==> src/rtl/led_array_pkg.sv <==
// -----------------------------------------------------------------------------
// led_array_pkg
// Shared constants for the LED array driver slice.
//   LED_DEFAULT_N  : default side length of the square LED array
//   led_x_width()  : width of a column index able to also express N itself
//   LED_X_W        : index width for the default array size
// -----------------------------------------------------------------------------
package led_array_pkg;

    localparam int LED_DEFAULT_N = 8;

    // One extra bit so that an index equal to N (one past the last column)
    // can be presented and recognised as out of range.
    function automatic int led_x_width(input int n);
        return $clog2(n) + 1;
    endfunction

    localparam int LED_X_W = led_x_width(LED_DEFAULT_N);

endpackage

==> src/rtl/led_array_driver_one_hot_decoder.sv <==
// -----------------------------------------------------------------------------
// one_hot_decoder
// Combinational index-to-one-hot decoder.
// Ports:
//   i_idx    : index, wide enough to also hold values >= W
//   i_en     : enable; low forces an all-zero output
//   o_onehot : bit i_idx set when enabled and i_idx < W, otherwise zero
// -----------------------------------------------------------------------------
module one_hot_decoder
    import led_array_pkg::*;
#(
    parameter int W     = LED_DEFAULT_N,
    parameter int IDX_W = led_x_width(W)
) (
    input  logic [IDX_W-1:0] i_idx,
    input  logic             i_en,
    output logic [W-1:0]     o_onehot
);

    // An index >= W matches no output position, so out-of-range
    // values fall through to zero without a separate range check.
    always_comb begin
        o_onehot = '0;
        for (int k = 0; k < W; k++) begin
            o_onehot[k] = i_en && (i_idx == IDX_W'(k));
        end
    end

endmodule

==> src/rtl/led_array_driver.sv <==
// -----------------------------------------------------------------------------
// led_array_driver
// Scans one column of an N x N LED frame buffer per clock: drives the
// selected column one-hot and the row lines with that column's pixels.
// Ports:
//   clk   : rising-edge clock
//   rst   : asynchronous active-high reset, blanks the outputs at once
//   ena   : display enable, 0 blanks the array
//   cells : frame buffer, bit N*r+c is the LED at row r, column c
//   x     : column to scan; values >= N blank the array
//   rows  : registered active-high row drive
//   cols  : registered active-high one-hot column select
// -----------------------------------------------------------------------------
module led_array_driver
    import led_array_pkg::*;
#(
    parameter int N    = LED_DEFAULT_N,
    parameter int ROWS = N,
    parameter int COLS = N
) (
    input  logic                      clk,
    input  logic                      rst,
    input  logic                      ena,
    input  logic [N*N-1:0]            cells,
    input  logic [led_x_width(N)-1:0] x,
    output logic [ROWS-1:0]           rows,
    output logic [COLS-1:0]           cols
);

    localparam int XW = led_x_width(N);

    if (ROWS != N || COLS != N) begin : g_bad_geometry
        $error("led_array_driver: ROWS and COLS must both equal N");
    end

    // Slice k holds ones at bits N*r+k: the pixels belonging to column k.
    function automatic logic [N*N*N-1:0] build_masks();
        logic [N*N*N-1:0] m;
        m = '0;
        for (int k = 0; k < N; k++) begin
            for (int r = 0; r < N; r++) begin
                m[N*N*k + N*r + k] = 1'b1;
            end
        end
        return m;
    endfunction

    localparam logic [N*N*N-1:0] COLUMN_MASKS = build_masks();

    logic            w_in_range;
    logic            w_valid;
    logic [XW-1:0]   w_col_idx;
    logic [N*N-1:0]  w_masked;
    logic [N-1:0]    w_rows;
    logic [COLS-1:0] w_cols;

    logic [ROWS-1:0] r_rows;
    logic [COLS-1:0] r_cols;

    assign w_in_range = (x < XW'(N));
    assign w_valid    = ena && w_in_range;

    // Clamp the index so the mask slice never addresses past the table;
    // the clamped value is irrelevant because w_valid gates the rows.
    assign w_col_idx = w_in_range ? x : '0;
    assign w_masked  = cells & COLUMN_MASKS[N*N*w_col_idx +: N*N];

    // Each row group holds at most one surviving bit, so OR-reducing the
    // group compresses the masked frame down to one bit per row.
    always_comb begin
        w_rows = '0;
        for (int r = 0; r < N; r++) begin
            w_rows[r] = w_valid && (|w_masked[N*r +: N]);
        end
    end

    one_hot_decoder #(
        .W     (COLS),
        .IDX_W (XW)
    ) u_col_dec (
        .i_idx    (x),
        .i_en     (ena),
        .o_onehot (w_cols)
    );

    always_ff @(posedge clk or posedge rst) begin
        if (rst) begin
            r_rows <= '0;
            r_cols <= '0;
        end else begin
            r_rows <= w_rows;
            r_cols <= w_cols;
        end
    end

    assign rows = r_rows;
    assign cols = r_cols;

endmodule

==> config.mk <==
export PLATFORM = sky130hd
export DESIGN_NAME = led_array_driver
export DESIGN_NICKNAME = d
export VERILOG_FILES = /design/src/rtl/led_array_pkg.sv /design/src/rtl/led_array_driver_one_hot_decoder.sv /design/src/rtl/led_array_driver.sv
export SDC_FILE = /design/constraint.sdc
export NUM_CORES = 1
export LEC_CHECK = 0
export ABC_CLOCK_PERIOD_IN_PS = 800
export CORE_UTILIZATION = 34
export DETAILED_ROUTE_END_ITERATION = 8
export PLACE_DENSITY_LB_ADDON = 0.1
export SLEW_MARGIN = 10
export SYNTH_ARGS = -nofsm -noshare
export SYNTH_HDL_FRONTEND = slang
export SYNTH_SLANG_ARGS = --single-unit
==> constraint.sdc <==
create_clock -name clk -period 0.8 [get_ports clk]
set_input_delay 0.2 -clock clk [delete_from_list [all_inputs] [get_ports clk]]
set_output_delay 0.2 -clock clk [all_outputs]
set_load 0.05 [all_outputs]
==> metrics.txt <==
outcome complete, but fails checks; failing checks negative setup slack; Residual DRC 0; Initial Util 37.0%; GP Congestion 0.893; die area 3670 µm²; Post-DP HPWL 3.39 mm; Netlist cell types 30; DR WL met2 3.10 mm; delay-heaviest family, CP flip-flops; slowest CP cell dfrtp_1; CTS buffer count 3; Clock Tree Root clkbuf_4; Crit path arrival time 0.91 ns; Vias 1529; synthesized cell area 1170 µm²; worst path required time 0.60 ns; slowest stage delay, CP 0.44 ns; metal1 wirelength 1.94 mm; max-cap viol count 0; Iteration-0 DRC Markers 40; DRT Wirelength 5.59 mm; power density over the cells 930 nW/µm²; post-route cell area 2750 µm²; register area 400 µm²; total core area 3150 µm²; most frequent cells in the layout 34 x dlygate4sd2_1, 21 x buf_12, 17 x clkdlybuf4s50_1, 16 x dfrtp_1, 15 x dlymetal6s2s_1; setup slack after layout -0.305 ns; worst path buffer plus inverter count 1; pin count of the biggest net entering global routing 17; CP Capture Type output port; critical path class register to output port; H-tree levels 1; Ant. Diodes 0; Final Max Slew Viols 0; GRT Total Usage 24.8%; DIE WIDTH 60.6 µm; Max Used Layer met4; logic depth of the worst path, buffers included 1; hold_ws 0.240 ns; CTS Hold Buffers Added 0; Final Hold Vio Count 0; Nets 298; Placed Area 2330 µm²; sequence of cells on the critical path buf_12; Hold Crit Class input pin to async pin; Layout area overhead 135%; Lkg Pwr 1.31 nW; endpoints failing setup 24; total grt overflow 0; I/O pin count 87; Die Y 60.6 µm; Peak Freq 905 MHz; Cell Rows 20; Avg Inst Size Synth 9.33 µm²; Total Power 2.55 mW; maximum clock insertion buffer count 2; sequential share of the synthesized area 34.3%; first-pass GRT wire length 6.76 mm; Max FO, Critical Path 1; vias per inst 5.66; CTS tree done; RSZ-0062 raised after global routing true; Fillers 155; Routed met3 length 317 µm; Startpoint Class register; PortBufs 86; layout cells sized above 1 38.5%; Ys Warns 0; syn nets 196; CTS clk-pin slew, worst paths 0.10 ns; Slew @ Worst Pin 0.284 ns; slew margin rel. 80.5%; fin crit period 1.11 ns; Post-Synthesis Cells 125; area occupied by multi-input gates 912 µm²; antenna violations before repair 0; DRT antenna net count 0; Period Utilization, post-route 138%; VDD IR max 0.519 mV; commonest non-fill, non-tap cell in the layout dlygate4sd2_1; wire length per cell 20.7 µm; Pre-antenna DRT Iters 4; vias in the first global route 1497; FF+latch count, synth 16; clock sink count 16
-- through the flow --
| step | instances | TNS (ns) | setup slack [ns] | utilization, % |
|---|---|---|---|---|
| final | 270 | -5.63 | -0.305 | 87.1 |
| after global routing | 270 | -6.03 | -0.324 | 87.1 |
| after CTS | 268 | -5.12 | -0.273 | 79.7 |
| after detailed placement | 260 | -12.02 | -0.880 | 73.9 |
| after global placement | 260 | -10.93 | -0.797 | 73.9 |
| after floorplan | 125 | -2.99 | -0.329 | - |
-- layout make-up --
cell class,instances,area share [%]
sequential,16,14.6
multi-input combinational,96,33.2
tap,44,2.01
inverter,2,0.273
timing repair buffer,108,48.6
clock buffer,4,1.32
-- path summary, 6_finish.rpt --
kind / startpoint / to
max: rows[3]$_DFF_PP0_ / rows[3]
min: rst / rows[2]$_DFF_PP0_
max in group asynchronous: rst / cols[1]$_DFF_PP0_
min in group clk: x[3] / cols[1]$_DFF_PP0_
-- synth_stat cells --
library cell,count,area share [%]
nand2_1,3,0.97
nor4b_1,1,0.75
or2_2,1,0.54
a32oi_1,3,2.3
nor2b_1,2,1.1
nand3_1,1,0.43
or3b_1,1,0.75
mux2_2,3,2.9
a21oi_1,5,2.1
clkbuf_1,3,0.97
a41oi_1,3,2.3
o21ai_0,6,2.6
inv_1,2,0.64
o22ai_1,5,2.7
nand2b_1,5,2.7
nor2_1,7,2.3
mux2i_1,15,13
buf_1,1,0.32
nor3b_1,3,1.9
a21o_1,3,1.9
o311a_1,5,4.3
buf_6,2,1.9
nor3_1,5,2.1
and3b_1,1,0.75
buf_2,5,2.1
and2_1,3,1.6
nor4_1,1,0.54
dfrtp_1,16,34
or3b_4,1,0.97
nand3b_1,13,8.4
-- cells by family after synthesis --
group,Yosys count,synth area share (%)
buffers and inverters,13,6.01
muxes,18,15.8
AOI/OAI and AO/OA,30,18.1
DFF,16,34.3
and+or+nand+nor,48,25.8
-- state kept, by name, summed over array words and instances (netlist names) --
register  count
cols          8
rows          8
-- metal layers --
metal | up-vias | track usage [%]
met2 | 89 | 50.4
met1 | 747 | 27.7
met5 | - | 0
met3 | 18 | 2.99
met4 | 0 | 3.57
li1 | 675 | -
-- report_power, final --
| part | switching, mW | total, mW | internal, mW | leakage [nW] |
|---|---|---|---|---|
| clock network | 0.276 | 0.553 | 0.278 | 0.0210 |
| logic | 0.489 | 1.14 | 0.655 | 1.07 |
| registers | 0.0230 | 0.855 | 0.832 | 0.220 |
| total | 0.788 | 2.55 | 1.76 | 1.31 |
-- what timing repair did --
item	CTS	global route
resized for setup	81	57
buffers inserted	2	1
hold endpoints to repair	0	0
endpoints found under the setup margin	32	28
pin swaps	25	30
gates cloned	2	2
Power figures use the tool's default switching activity.
